<file path="config.mk">
export PLATFORM = sky130hd
export DESIGN_NAME = fp_unpack
export DESIGN_NICKNAME = d
export VERILOG_FILES = /design/src/rtl/fp_unpack.sv
export SDC_FILE = /design/constraint.sdc
export NUM_CORES = 1
export LEC_CHECK = 0
export BUFFER_PORTS_ARGS = -buffer_cell sky130_fd_sc_hd__buf_4
export CAP_MARGIN = 25
export CELL_PAD_IN_SITES_DETAIL_PLACEMENT = 0
export CELL_PAD_IN_SITES_GLOBAL_PLACEMENT = 1
export CORE_AREA = 2 2 113 115
export CTS_CLUSTER_DIAMETER = 200
export DETAILED_ROUTE_END_ITERATION = 10
export DIE_AREA = 0 0 115 117
export GPL_TIMING_DRIVEN = 1
export PLACE_DENSITY = 0.82
export SLEW_MARGIN = 10
export SYNTH_ARGS = -nofsm -noshare
export SYNTH_HDL_FRONTEND = slang
export SYNTH_SLANG_ARGS = --single-unit
</file>
<file path="constraint.sdc">
create_clock -name clk -period 3.3 [get_ports clk]
set_input_delay 0.33 -clock clk [delete_from_list [all_inputs] [get_ports clk]]
set_output_delay 0.33 -clock clk [all_outputs]
set_load 0.05 [all_outputs]
</file>
<file path="src/rtl/fp_unpack.sv">
// fp_unpack: two-stage pipelined floating-point operand unpacker.
//
// Splits a packed {sgn, exp, frac} operand into sign, signed biased exponent
// and hidden-bit mantissa, classifies it, and pre-normalises subnormals so
// every finite nonzero result carries a leading one in man[MAN_W].
//
// Ports
//   clk, reset          clock, asynchronous active-high reset
//   in_valid/in_ready   input handshake for float_in and daz
//   float_in            packed operand, width 1+EXP_W+MAN_W
//   daz                 denormals-are-zero, captured with the operand
//   out_valid/out_ready output handshake
//   sgn, Exp, man       unpacked fields (Exp is signed, EXP_W+2 bits)
//   zero, inf, sNaN, qNaN, denormal   class flags
//   fclass              one-hot class mask
//
// Stage 1 registers fields, daz, class decode and leading-zero count.
// Stage 2 performs the normalising shift and exponent adjust and registers
// every output, so no combinational path exists from float_in to outputs.
module fp_unpack #(
    parameter int EXP_W = 8,
    parameter int MAN_W = 23
) (
    input  logic                   clk,
    input  logic                   reset,
    input  logic                   in_valid,
    output logic                   in_ready,
    input  logic [EXP_W+MAN_W:0]   float_in,
    input  logic                   daz,
    output logic                   out_valid,
    input  logic                   out_ready,
    output logic                   sgn,
    output logic [EXP_W+1:0]       Exp,
    output logic [MAN_W:0]         man,
    output logic                   zero,
    output logic                   inf,
    output logic                   sNaN,
    output logic                   qNaN,
    output logic                   denormal,
    output logic [9:0]             fclass
);
    localparam int LZ_W = $clog2(MAN_W + 1);
    localparam int XW   = EXP_W + 2;

    // ---------------- stage 1: field split and classify ----------------
    logic [EXP_W-1:0] e_in;
    logic [MAN_W-1:0] f_in;
    logic             e_zero, e_ones, f_zero;
    logic [LZ_W-1:0]  lz_d;

    assign e_in   = float_in[MAN_W+EXP_W-1:MAN_W];
    assign f_in   = float_in[MAN_W-1:0];
    assign e_zero = (e_in == '0);
    assign e_ones = &e_in;
    assign f_zero = (f_in == '0);

    // Leading zeros of {1'b0, f}: the highest set fraction bit wins because
    // later loop iterations override earlier ones. Only used for subnormals,
    // so the all-zero fraction value is irrelevant.
    always_comb begin
        lz_d = '0;
        for (int i = 0; i < MAN_W; i++) begin
            if (f_in[i]) lz_d = LZ_W'(MAN_W - i);
        end
    end

    logic             s1_valid_q;
    logic             s1_sgn_q;
    logic [EXP_W-1:0] s1_exp_q;
    logic [MAN_W-1:0] s1_frac_q;
    logic             s1_daz_q;
    logic             s1_zero_q, s1_sub_q, s1_norm_q, s1_inf_q, s1_nan_q;
    logic [LZ_W-1:0]  s1_lz_q;
    logic             s2_ready;

    assign s2_ready = !out_valid || out_ready;
    assign in_ready = !s1_valid_q || s2_ready;

    always_ff @(posedge clk or posedge reset) begin
        if (reset) begin
            s1_valid_q <= 1'b0;
            s1_sgn_q   <= 1'b0;
            s1_exp_q   <= '0;
            s1_frac_q  <= '0;
            s1_daz_q   <= 1'b0;
            s1_zero_q  <= 1'b0;
            s1_sub_q   <= 1'b0;
            s1_norm_q  <= 1'b0;
            s1_inf_q   <= 1'b0;
            s1_nan_q   <= 1'b0;
            s1_lz_q    <= '0;
        end else if (in_ready) begin
            // Stage 1 is empty or draining into stage 2 this cycle.
            s1_valid_q <= in_valid;
            if (in_valid) begin
                s1_sgn_q  <= float_in[MAN_W+EXP_W];
                s1_exp_q  <= e_in;
                s1_frac_q <= f_in;
                s1_daz_q  <= daz;
                s1_zero_q <= e_zero && f_zero;
                s1_sub_q  <= e_zero && !f_zero;
                s1_norm_q <= !e_zero && !e_ones;
                s1_inf_q  <= e_ones && f_zero;
                s1_nan_q  <= e_ones && !f_zero;
                s1_lz_q   <= lz_d;
            end
        end
    end

    // ---------------- stage 2: normalise and build outputs ----------------
    logic [XW-1:0]    exp_d;
    logic [MAN_W:0]   man_d;
    logic             zero_d, sub_keep, snan_d, qnan_d;
    logic [9:0]       fclass_d;

    always_comb begin
        exp_d = '0;
        man_d = '0;
        // A subnormal survives as a subnormal only when not flushed.
        sub_keep = s1_sub_q && !s1_daz_q;
        zero_d   = s1_zero_q || (s1_sub_q && s1_daz_q);
        qnan_d   = s1_nan_q && s1_frac_q[MAN_W-1];
        snan_d   = s1_nan_q && !s1_frac_q[MAN_W-1];
        if (s1_norm_q || s1_inf_q || s1_nan_q) begin
            // Inf has a zero fraction, so {1, f} gives {1, 0} for it.
            man_d = {1'b1, s1_frac_q};
            exp_d = XW'(s1_exp_q);
        end else if (sub_keep) begin
            man_d = {1'b0, s1_frac_q} << s1_lz_q;
            exp_d = XW'(1) - XW'(s1_lz_q);
        end
        fclass_d = {qnan_d,
                    snan_d,
                    s1_inf_q  && !s1_sgn_q,
                    s1_norm_q && !s1_sgn_q,
                    sub_keep  && !s1_sgn_q,
                    zero_d    && !s1_sgn_q,
                    zero_d    &&  s1_sgn_q,
                    sub_keep  &&  s1_sgn_q,
                    s1_norm_q &&  s1_sgn_q,
                    s1_inf_q  &&  s1_sgn_q};
    end

    logic             out_valid_q, sgn_q, zero_q, inf_q, snan_q, qnan_q, den_q;
    logic [XW-1:0]    exp_q;
    logic [MAN_W:0]   man_q;
    logic [9:0]       fclass_q;

    always_ff @(posedge clk or posedge reset) begin
        if (reset) begin
            out_valid_q <= 1'b0;
            sgn_q       <= 1'b0;
            exp_q       <= '0;
            man_q       <= '0;
            zero_q      <= 1'b0;
            inf_q       <= 1'b0;
            snan_q      <= 1'b0;
            qnan_q      <= 1'b0;
            den_q       <= 1'b0;
            fclass_q    <= '0;
        end else if (s2_ready) begin
            out_valid_q <= s1_valid_q;
            if (s1_valid_q) begin
                sgn_q    <= s1_sgn_q;
                exp_q    <= exp_d;
                man_q    <= man_d;
                zero_q   <= zero_d;
                inf_q    <= s1_inf_q;
                snan_q   <= snan_d;
                qnan_q   <= qnan_d;
                den_q    <= s1_sub_q;
                fclass_q <= fclass_d;
            end
        end
    end

    assign out_valid = out_valid_q;
    assign sgn       = sgn_q;
    assign Exp       = exp_q;
    assign man       = man_q;
    assign zero      = zero_q;
    assign inf       = inf_q;
    assign sNaN      = snan_q;
    assign qNaN      = qnan_q;
    assign denormal  = den_q;
    assign fclass    = fclass_q;
endmodule

</file>
==> impl_results.md <==
- Outcome: completed
- Dpl ws: 1.002 ns
- First-pass GRT wire length: 25280 um
- Die H: 117 um
- Remaining global-route overflow: 0
- Ys flop type: dfrtp_1
- Worst slew pin tran: 0.8205 ns
- I/O Buffers: 88
- 1st-pass router iterations: 5
- Cell accounting for the most synthesized area: dfrtp_1
- Clk Latency, worst-skew pair: 0.35 ns
- Post-CTS setup buffer count: 0
- Drt first-iter violations: 466
- Crit Path Category: reg2reg
- Hold crit path type: in2async
- DR vias: 4696
- Crit path capture type: flop
- Via density: 6.131
- Die area: 13460 um2
- Mean Syn Cell Area: 9.849 um2
- Placed insts: 751
- Crit share post-route: 69.73%
- Nets: 650
- RSZ-0062 raised after global routing: false
- Largest net degree at the start of global routing: 60
- Most frequent cells after synthesis: 92 x dfrtp_1, 74 x nand2_1, 37 x mux2i_1
- Layout filler cell count: 1154
- VDD IR max: 0.3057 mV
- Yosys Warn Count: 0
- Clock Skew: 0.009392 ns
- Cts repair resizes: 0
- Critical-path cell list: buf_4 -> mux2i_1 -> mux2i_1 -> mux2i_1 -> a211oi_1 -> a221o_1
- CTS H-tree depth: 3
- Area of the multi-input gates: 2779 um2
- Layout overhead on the synthesized area: 20.46%
- Most used cell, CP: mux2i_1
- Final Hold Vio Count: 0
- GRT Util Overall: 24.66%
- DR WL/cell: 20.85 um
- Setup ws final: 0.9988 ns
- Die Wd: 115 um
- Post-synthesis net count: 577
- Startpoint types: flop
- FF+latch area: 2302 um2
- IO Pins: 89
- Sequential share of the synthesized area: 43.37%
- Top-area cell type share of the netlist area: 43.37%
- Leak: 2.837 nW
- Synth Area in Simple Gates: 16.69%
- Slew Viols, Final: 0
- Syn Inst Count: 539
- Post-synthesis async set-or-reset flop share: 100.0%
- #FFs+latches synth: 92
- CP arrival: 2.53 ns
- Worst path slowest cell: dfrtp_1
- Initial Util: 43.12%
- Cell Area, Synth: 5309 um2
- Number of synthesized flops with an enable pin: 0
- Initial antenna violation count: 0
- # setup viols final: 0
- CP max FO: 15
- Switching share of total power: 37.98%
- Main combinational cell family by area after synthesis: multiplexers
- Slew HR: 45.30%
- Max Cap Viol: 0
- Compound-Gate Fraction of Synth Area: 16.19%
- Switching power: 1.463 mW
- Share of total power in combinational logic: 33.8%
- Post-synthesis mux area share: 18.85%
- HPWL Detailed: 11960 um
- CTS tree: built
- Internal: 2.389 mW
- Core area: 12310 um2
- Crit path required time: 3.53 ns
- Routability cong.: 0.9409
- Clock Sinks: 92
- Clk pin slew, worst setup/hold paths: 0.06 ns
- Largest cells by area after synthesis: dfrtp_1 43%, mux2i_1 7.0%, mux2_2 6.6%
- Most frequent cell after synthesis: dfrtp_1
- XOR/XNOR Fraction of Synth Area: 0.3300%
- Diodes inserted: 0
- Routed Antenna Nets: 0
- Longest Clk Path Bufs: 2
- CTS root buffer: clkbuf_16
- Post-synth cell types: 59
- DRC violations left: 0
- Post-route minimum period: 2.301 ns
- FP Rows: 41
- FMAX: 0.4346 GHz
- Num CTS Buffers: 9
- Vias in the first global route: 4439
- Max incr delay on CP: 0.66 ns
- Fin cells: 766
- Hold_buf cts: 0
- Share of post-route cells with drive strength above 1: 26.95%
- Sequential power share: 38.9%
- Clock Power Share: 27.3%
- Pwr Density: 602.3 nW/um2
- Routed wire length: 15970 um
- Setup TNS: 0 ns
- Post-synthesis adder-cell area fraction: 0.2357%
==> worst max-delay path, delay by kind of cell (launching register included) <==
kind	cells	cell delay, ns
muxes	3	0.84
DFF	1	0.66
AOI/OAI and AO/OA	2	0.37
buffers and inverters	1	0.32
==> final timing paths <==
| path | start | endpoint | slack (ns) | cells past startpoint |
|---|---|---|---|---|
| worst max-delay path | s1_lz_q[1]$_DFFE_PP0P_ | man[15]$_DFFE_PP0P_ | 1.0 | 6 |
| max in group asynchronous | reset | man[13]$_DFFE_PP0P_ | 2.44 | 3 |
| worst max register to register | s1_lz_q[1]$_DFFE_PP0P_ | man[15]$_DFFE_PP0P_ | 1.0 | 6 |
| worst min-delay path | reset | fclass[1]$_DFFE_PP0P_ | 0.12 | 2 |
| min in group clk | float_in[31] | s1_sgn_q$_DFFE_PP0P_ | 0.17 | 3 |
| worst min register to register | fclass[0]$_DFFE_PP0P_ | fclass[0]$_DFFE_PP0P_ | 0.47 | 2 |
==> kinds of logic (layout without fill, tap and decap cells) <==
| logic type | Yosys count | count (layout) |
|---|---|---|
| XOR/XNOR | 2 | 2 |
| adder cells (fa/ha/maj) | 1 | 1 |
| AO/OA/AOI/OAI | 125 | 125 |
| flip-flops | 92 | 92 |
| multiplexers | 81 | 81 |
| AND/OR/NAND/NOR | 187 | 187 |
| buffers and inverters | 51 | 128 |
==> power groups by stage <==
stage                     Combinational (mW)  Clock (mW)  Sequential, mW
after floorplan                        0.608           0            1.75
after global placement                  1.30           0            1.50
after detailed placement                1.30           0            1.51
after CTS                               1.30        1.08            1.49
after global routing                    1.39        1.12            1.52
final                                   1.30        1.05            1.50
==> cell usage in the layout (no fill, tap or decap), types with 3 or more instances in the layout <==
cell type | netlist | layout
buf_4 | 5 | 102
dfrtp_1 | 92 | 92
nand2_1 | 74 | 73
mux2i_1 | 37 | 37
nor2_1 | 35 | 35
mux2_2 | 31 | 31
o21ai_0 | 29 | 29
a21oi_1 | 20 | 20
nand3_1 | 15 | 15
nor3_1 | 14 | 14
mux4_2 | 12 | 12
a31oi_1 | 10 | 10
a22oi_1 | 9 | 9
clkbuf_16 | 0 | 9
inv_1 | 9 | 8
nor2b_1 | 7 | 7
nand2b_1 | 7 | 7
a221o_1 | 7 | 7
nand3b_1 | 7 | 7
or3_1 | 6 | 6
a211oi_1 | 6 | 6
nor4_1 | 6 | 6
o31ai_1 | 5 | 5
a22o_1 | 5 | 5
nand4_1 | 5 | 5
o221ai_1 | 4 | 4
o211ai_1 | 4 | 4
and2_1 | 3 | 3
a21o_1 | 3 | 3
a32oi_1 | 3 | 3
o221a_1 | 3 | 3
==> sequential cells by signal, summed over array words and instances (netlist names), 5 cells and up <==
register / count
man: 24
Exp: 9
fclass: 9
s1_frac_q: 23
s1_lz_q: 5
s1_exp_q: 8
==> layout make-up <==
class                           instances  share of cell area, %
Clock buffer                           11                  3.796
Multi-Input combinational cell        396                  43.46
Tap cell                              150                  2.935
Clock inverter                          4                 0.9196
Timing Repair Buffer                  103                  12.29
Sequential cell                        92                  36.00
Inverter                               10                 0.6065
==> stage by stage <==
stage	util [%]	total power, mW	cell area [um2]	hold slack [ns]
finish	51.94	3.852	6395	0.1181
global route	51.94	4.027	6395	0.1772
CTS	51.94	3.866	6395	0.1496
detailed placement	49.49	2.807	6093	0.4609
global placement	49.49	2.802	6093	0.4583
floorplan	-	2.357	5309	0.4354
==> layer usage <==
| layer | wire length, um | vias to the layer above | part of all wire [%] | GRT usage [%] |
|---|---|---|---|---|
| li1 | - | 2148 | - | - |
| met1 | 7518 | 2326 | 47 | 37.14 |
| met2 | 7091 | 199 | 44 | 36.24 |
| met3 | 1115 | 23 | 7.0 | 4.634 |
| met4 | 245 | 0 | 1.5 | 7.309 |
| met5 | 0 | - | 0 | 0 |
Power figures use the tool's default switching activity.
